### config.mk
export PLATFORM = sky130hd
export DESIGN_NAME = if_stage
export DESIGN_NICKNAME = d
export VERILOG_FILES = /design/src/rtl/if_stage.sv
export SDC_FILE = /design/constraint.sdc
export NUM_CORES = 1
export LEC_CHECK = 0
export CAP_MARGIN = 40
export CORE_MARGIN = 10
export CORE_UTILIZATION = 65
export DETAILED_ROUTE_END_ITERATION = 6
export DONT_BUFFER_PORTS = 1
export GPL_ROUTABILITY_DRIVEN = 0
export HOLD_SLACK_MARGIN = 0.1
export PLACE_DENSITY = 0.93
export SETUP_SLACK_MARGIN = 0.3
export SLEW_MARGIN = 20
export SYNTH_ARGS = -nofsm -noshare
export SYNTH_HDL_FRONTEND = slang
export SYNTH_SLANG_ARGS = --single-unit
export TNS_END_PERCENT = 1
### constraint.sdc
create_clock -name clk -period 4.5 [get_ports clk]
set_input_delay 0 -clock clk [delete_from_list [all_inputs] [get_ports clk]]
set_output_delay 0 -clock clk [all_outputs]
set_load 0.02 [all_outputs]
### src/rtl/if_stage.sv
`default_nettype none
// if_stage: instruction-fetch stage with PC register, IF/ID pipeline register and branch flush.
// Optional macro IF_STAGE_PERF_CNT_EN adds saturating fetch/flush counters.
// Revision: 1.0
module if_stage #(
  parameter logic [31:0] RESET_PC = 32'h0000_0000
) (
  input  logic        clk,
  input  logic        rst_n,
  input  logic        stall,
  input  logic        branch_taken,
  input  logic [31:0] branch_target,
  output logic [31:0] imem_addr,
  input  logic [31:0] imem_rdata,
  output logic [31:0] if_id_instr,
  output logic [31:0] if_id_pc4,
  output logic        if_id_valid
`ifdef IF_STAGE_PERF_CNT_EN
  ,
  output logic [15:0] fetch_count,
  output logic [15:0] flush_count
`endif
);

  localparam logic [31:0] c_pc_rst = {RESET_PC[31:2], 2'b00};
  localparam logic [31:0] c_nop    = 32'h0000_0000;

  logic [31:0] r_pc;
  logic [31:0] r_instr;
  logic [31:0] r_pc4;
  logic        r_valid;

  logic [31:0] w_pc_plus4;
  logic [31:0] w_branch_pc;
  logic        w_fetch;
  logic [1:0]  w_unused_tgt_lsb;

  // Wraps modulo 2^32 by construction of the 32-bit adder.
  assign w_pc_plus4       = r_pc + 32'd4;
  assign w_branch_pc      = {branch_target[31:2], 2'b00};
  assign w_fetch          = !branch_taken && !stall;
  assign w_unused_tgt_lsb = branch_target[1:0];

  always_ff @(posedge clk or negedge rst_n) begin
    if (!rst_n) begin
      r_pc    <= c_pc_rst;
      r_instr <= c_nop;
      r_pc4   <= 32'h0000_0000;
      r_valid <= 1'b0;
    end else if (branch_taken) begin
      // Redirect wins over stall; the instruction being fetched is squashed.
      r_pc    <= w_branch_pc;
      r_instr <= c_nop;
      r_pc4   <= 32'h0000_0000;
      r_valid <= 1'b0;
    end else if (!stall) begin
      r_pc    <= w_pc_plus4;
      r_instr <= imem_rdata;
      r_pc4   <= w_pc_plus4;
      r_valid <= 1'b1;
    end
  end

  assign imem_addr   = r_pc;
  assign if_id_instr = r_instr;
  assign if_id_pc4   = r_pc4;
  assign if_id_valid = r_valid;

`ifdef IF_STAGE_PERF_CNT_EN
  logic [15:0] r_fetch_cnt;
  logic [15:0] r_flush_cnt;

  always_ff @(posedge clk or negedge rst_n) begin
    if (!rst_n) begin
      r_fetch_cnt <= 16'h0000;
      r_flush_cnt <= 16'h0000;
    end else begin
      if (w_fetch && (r_fetch_cnt != 16'hFFFF)) begin
        r_fetch_cnt <= r_fetch_cnt + 16'd1;
      end
      if (branch_taken && (r_flush_cnt != 16'hFFFF)) begin
        r_flush_cnt <= r_flush_cnt + 16'd1;
      end
    end
  end

  assign fetch_count = r_fetch_cnt;
  assign flush_count = r_flush_cnt;
`endif

endmodule
`default_nettype wire

==> results of run 1 <==
layout by cell type, fill, tap and decap left out, drive strengths merged, types with 11 or more instances in the layout:
master / count
a311oi: 15
a31oi: 11
clkbuf: 11
dfrtp: 94
dlygate4sd3: 68
mux2i: 32
nand2: 42
nand3: 14
nor2: 78
o21ai: 23
o31ai: 20
or4: 28
xnor2: 15
flip-flops by register name, summed over array words and instances (netlist names):
register / flops
if_id_instr: 32
if_id_pc4: 31
imem_addr: 30
if_id_valid: 1
final timing paths:
kind	from	end	slack, ns	cells after the start
setup reg to reg	imem_addr[2]	if_id_pc4[24]	1.58	5
setup / recovery	imem_addr[2]	if_id_pc4[24]	1.58	5
hold reg to reg	if_id_valid	if_id_valid	0.66	1
max in group asynchronous	rst_n	if_id_instr[30]	3.90	2
min in group asynchronous	rst_n	imem_addr[25]	0.19	2
hold / removal	stall	imem_addr[11]	0.12	4
cells by family (layout without fill, tap and decap cells):
logic type | count (synthesis) | after routing
AND/OR/NAND/NOR | 213 | 213
AO/OA/AOI/OAI | 99 | 99
flip-flops | 94 | 94
buffers and inverters | 56 | 95
multiplexers | 32 | 32
XOR/XNOR | 20 | 20
adder cells (fa/ha/maj) | 1 | 1
other | 1 | 4
worst reg2reg max path: stages (launching register included):
cell      delay, ns
dfrtp_1        0.54
ha_1           0.38
nand4_4        0.23
or3_1          0.73
or4_1          0.62
a311oi_1       0.31
routing by layer:
metal | track usage | wire length [um] | up-vias
met1 | 0.304 | 5430 | 2058
met4 | 0.112 | 491 | 0
li1 | - | - | 1936
met3 | 0.136 | 2310 | 56
met5 | 0 | 0 | -
met2 | 0.418 | 7060 | 295
metrics by stage:
step / instance area [um^2] / setup WS [ns] / std cells / utilization / hold WS (ns)
2_1_floorplan: 4880 / 2.14 / 517 / - / -0.296
3_3_place_gp: 4780 / 1.83 / 567 / 0.656 / -0.293
3_5_place_dp: 4800 / 1.71 / 568 / 0.658 / -0.293
4_1_cts: 5820 / 1.64 / 655 / 0.798 / 0.103
5_1_grt: 5820 / 1.48 / 656 / 0.798 / 0.126
6_report: 5820 / 1.58 / 657 / 0.798 / 0.124
power groups by stage:
| stage | Sequential (W) | Combinational, W | Clock, W |
|---|---|---|---|
| 2_1_floorplan | 0.00105 | 0.000180 | 0 |
| 3_3_place_gp | 0.00110 | 0.000151 | 0 |
| 3_5_place_dp | 0.00110 | 0.000163 | 0 |
| 4_1_cts | 0.00109 | 0.000263 | 0.000701 |
| 5_1_grt | 0.00110 | 0.000302 | 0.000738 |
| 6_report | 0.00109 | 0.000272 | 0.000695 |
layout make-up:
cell class	count	area share
Antenna cell	2	0.000860
Multi-Input combinational cell	367	0.391
Inverter	6	0.00387
Sequential cell	94	0.404
Clock buffer	11	0.0260
Tap cell	99	0.0213
Clock inverter	5	0.0181
Timing Repair Buffer	73	0.135
synthesized netlist by cell type, drive strengths merged (2+ instances only):
cell type | count | area [um^2]
or2 | 3 | 18.8
nand3 | 14 | 75.1
a31oi | 11 | 68.8
o31ai | 20 | 150
nand2 | 42 | 158
o211ai | 4 | 30.0
o21ai | 23 | 115
or3 | 10 | 62.6
and4 | 3 | 26.3
inv | 6 | 22.5
buf | 17 | 108
xor2 | 5 | 43.8
xnor2 | 15 | 131
dfrtp | 94 | 2350
a22oi | 2 | 15.0
or4 | 28 | 214
clkbuf | 33 | 124
nand4 | 10 | 83.8
nor3 | 10 | 50.1
mux2i | 32 | 320
a211oi | 6 | 45.0
o21a | 3 | 22.5
a21oi | 10 | 50.1
nand3b | 2 | 15.0
nor2 | 78 | 293
nor2b | 3 | 18.8
nor4 | 5 | 31.3
a311oi | 15 | 131
repair_timing:
| action | CTS | global route |
|---|---|---|
| hold buffers | 71 | 0 |
| endpoints found under the hold margin | 187 | 0 |
| endpoints found under the setup margin | 0 | 0 |
==> results.yml, run 1 <==
cells_and_area:
  drive_above_1_share: 0.0540
  multi_input_area_mm2: 0.00228
  regArea_mm2: 0.00235
  nets: 620
  area_growth_pct: 19.3
  n_fill_cell: 443
worst_setup_path:
  path_cells: "ha_1 > nand4_4 > or3_1 > or4_1 > a311oi_1"
  critPathSlowestCell: "or3_1"
  crit_buf_inv: 0
  crit_required_ns: 4.75
  crit_fanout: 21
  worstSetupPathType: "register to register"
  slowest_delay_ns: 0.73
  startpoint_type: "register"
  worstPathArrival_ns: 3.17
  crit_family: "simple AND/OR/NAND/NOR gates"
  end_kind: "register"
power_and_ir_drop:
  internal_power_w: 0.00143
  total_power_w: 0.00206
  p_comb_frac: 0.132
  power.leakage_nw: 2.37
  clockPowerShare: 0.338
  p_sw_w: 0.000626
  power.density_mw_per_mm2: 353
  seq_power_share: 0.530
  vdd_ir_drop_max_v: 0.000198
  p_sw_frac: 0.304
placement:
  port_buffers: 0
  hpwlAfterDp_um: 9080
clocking:
  post_cts_buffers: 0
  clock_path_buffers: 2
  postCtsResizedCells: 0
  cts_tree: "built"
  insertion_delay_ns: 0.36
  cts_inserted_buffers: 9
  numClockSinks: 94
  cts_max_level: 3
  cts_root_buf: "clkbuf_8"
  cts.clk_slew.worst_paths_ns: 0.10
floorplanning:
  coreArea_mm2: 0.00729
  die_w_um: 107
  initial_core_util: 0.669
  die_h_um: 107
  io_pins: 165
  rows: 31
  die_area_mm2: 0.0114
global_routing:
  grt_usage: 0.268
  grt-ovfl-total: 0
  grt_first_pass_wirelength_um: 24700
  grt_max_degree: 105
  antenna_found_initial: 2
  grt_pass1_vias: 4418
drt:
  viasPerCell: 6.61
  antenna_left: 0
  wl_per_cell_um: 23.3
  num_vias: 4345
  drtPass1Iterations: 6
  drc_errors: 0
  drtIter0Drc: 376
  wl_um: 15300
logic_synthesis:
  ys_ff_latch: 94
  synth_compound_area_frac: 0.138
  synth.mux.area_fraction: 0.0657
  yosysSeqAreaShare: 0.482
  synth_cells: 516
  synthArstFlopShare: 1.00
  synth_edf_count: 0
  synth_top_family_by_area: "simple AND/OR/NAND/NOR gates"
  yosysUniqueCellTypes: 48
  yosys.area_share.xor_xnor: 0.0359
  syn_avg_cell_area_um2: 9.45
  synth_area_mm2: 0.00488
  yosys.area_share.simple: 0.223
  synth_flop_cell: "dfrtp_1"
  synth_fa_ha_area_frac: 0.00256
  ys_warn_count: 0
sta:
  rsz0062_at_grt: "no"
  slew_viol_final: 0
  tightestPinTransition_ns: 0.795
  tns_ns: 0
  fmax_mhz: 342
  finalHoldViolCount: 0
  setup_viol: 0
  fin_skew_ns: 0.0113
  slew_headroom: 0.465
  period_needed_ns: 2.92
  timing.final.crit_share: 0.649
hold_path:
  hold_path_class: "input port to register"
job:
  maxCapViolCount: 0
outcome:
  outcome: "completed"
(Power assumes the default switching activity.)
==> run 2: changes to the inputs <==
--- a/config.mk
+++ b/config.mk
@@ -7,12 +7,12 @@
 export LEC_CHECK = 0
 export CAP_MARGIN = 40
 export CORE_MARGIN = 10
-export CORE_UTILIZATION = 65
+export CORE_UTILIZATION = 64
 export DETAILED_ROUTE_END_ITERATION = 6
 export DONT_BUFFER_PORTS = 1
 export GPL_ROUTABILITY_DRIVEN = 0
 export HOLD_SLACK_MARGIN = 0.1
-export PLACE_DENSITY = 0.93
+export PLACE_DENSITY = 0.92
 export SETUP_SLACK_MARGIN = 0.3
 export SLEW_MARGIN = 20
 export SYNTH_ARGS = -nofsm -noshare
==> constraint.sdc (replaced) <==
create_clock -name clk -period 2.8 [get_ports clk]
set_input_delay 0 -clock clk [delete_from_list [all_inputs] [get_ports clk]]
set_output_delay 0 -clock clk [all_outputs]
set_load 0.02 [all_outputs]
==> results.yml, run 2 (synthesis gave the netlist of run 1 again) <==
worst_setup_path:
  crit_fanout: 10
  r2r_cells: 5
  crit_required_ns: 3.07
  regToRegEndpoint: "if_id_pc4[28]"
  startpoint_type: "register"
  end_kind: "register"
  r2r_start: "imem_addr[3]"
  regToRegSetupSlack_ns: 0.39
  worstSetupPathType: "register to register"
  worstPathArrival_ns: 2.68
floorplanning:
  io_pins: 165
  rows: 31
  die_h_um: 107
  die_area_mm2: 0.0115
  die_w_um: 107
  initial_core_util: 0.665
  coreArea_mm2: 0.00733
drt:
  wl_um: 15800
  antenna_left: 0
  wl_per_cell_um: 23.4
  viasPerCell: 6.73
  drtIter0Drc: 459
  drc_errors: 0
  num_vias: 4538
  drtPass1Iterations: 6
power_and_ir_drop:
  vdd_ir_drop_max_v: 0.000303
  power.leakage_nw: 2.46
  power.density_mw_per_mm2: 548
sta:
  finalHoldViolCount: 0
  slew_viol_final: 0
  period_needed_ns: 2.41
  timing.final.crit_share: 0.861
  tns_ns: 0
  fin_skew_ns: 0.0150
  setup_viol: 0
  slew_headroom: 0.626
  rsz0062_at_grt: "no"
  tightestPinTransition_ns: 0.556
  fmax_mhz: 415
clocking:
  insertion_delay_ns: 0.36
  cts.clk_slew.worst_paths_ns: 0.10
  cts_inserted_buffers: 9
  clock_path_buffers: 2
  cts_root_buf: "clkbuf_8"
  numClockSinks: 94
  cts_tree: "built"
  cts_max_level: 3
global_routing:
  grt_usage: 0.273
  grt_first_pass_wirelength_um: 25000
  grt_max_degree: 104
  grt-ovfl-total: 0
  antenna_found_initial: 1
  grt_pass1_vias: 4513
placement:
  hpwlAfterDp_um: 9380
  port_buffers: 0
cells_and_area:
  layout_commonest_cell: "dfrtp_1"
  final_cell_mix: "dfrtp_1 (93), nor2_1 (78), dlygate4sd3_1 (67)"
  largest_reg_flops: 32
  drive_above_1_share: 0.0889
  post-route-util: 0.809
  area_growth_pct: 21.5
  nets: 639
outcome:
  outcome: "completed"
hold_path:
  hold_path_end: "imem_addr[28]"
  min_from: "stall"
  holdPathStages: 3
  hold_path_class: "input port to register"
job:
  maxCapViolCount: 0
-- run 2: critical path: stages, from the launching register on --
cell,delay [ns]
dfrtp_1,0.37
ha_1,0.29
nand4_4,0.23
or4_1,0.70
or4_1,0.45
a311oi_1,0.28
-- run 2: worst max-delay path by stage --
stage,end,slack [ns],startpoint
floorplan,if_id_pc4[30],0.44,imem_addr[2]
global placement,if_id_pc4[24],0.40,imem_addr[2]
detailed placement,if_id_pc4[22],0.26,imem_addr[3]
CTS,if_id_pc4[28],0.38,imem_addr[3]
global route,if_id_pc4[28],0.30,imem_addr[3]
finish,if_id_pc4[28],0.39,imem_addr[3]
-- run 2: per-stage QoR --
step | std cells | area [um^2] | total power [W] | worst slack [ns] | hold WS, ns
6_report | 674 | 5930 | 0.00325 | 0.390 | 0.195
2_1_floorplan | 517 | 4880 | 0.00198 | 0.439 | -0.296
3_3_place_gp | 587 | 4930 | 0.00205 | 0.399 | -0.292
5_1_grt | 674 | 5930 | 0.00337 | 0.301 | 0.187
4_1_cts | 671 | 5900 | 0.00321 | 0.384 | 0.139
3_5_place_dp | 587 | 4930 | 0.00207 | 0.261 | -0.292
-- run 2: per-layer routing --
layer  part of all wire  routed length [um]  global-route usage
met5                  0                   0                   0
met4              0.035                 560               0.122
met3               0.15                2400               0.128
met2               0.47                7460               0.429
met1               0.34                5370               0.312
-- run 2: final cells by class --
class | instances | area, um^2
Sequential cell | 94 | 2350
Multi-Input combinational cell | 367 | 2280
Fill cell | 407 | 1400
Timing Repair Buffer | 92 | 926
Clock buffer | 10 | 138
Tap cell | 99 | 124
Clock inverter | 5 | 82.6
Inverter | 6 | 22.5
Antenna cell | 1 | 2.50
-- run 2: what timing repair did --
action                                  4_1_cts  5_1_grt
endpoints found under the setup margin        3        1
buffers inserted                              0        0
endpoints found under the hold margin       187       11
cloned                                        0        0
hold buffers                                 69        1
resized for setup                             1        1
-- run 2: power by group --
part           total (W)  switching [W]  internal [W]
logic           0.000550       0.000319      0.000231
registers        0.00168       0.000223       0.00146
clock network    0.00102       0.000491      0.000527
total            0.00325        0.00103       0.00222
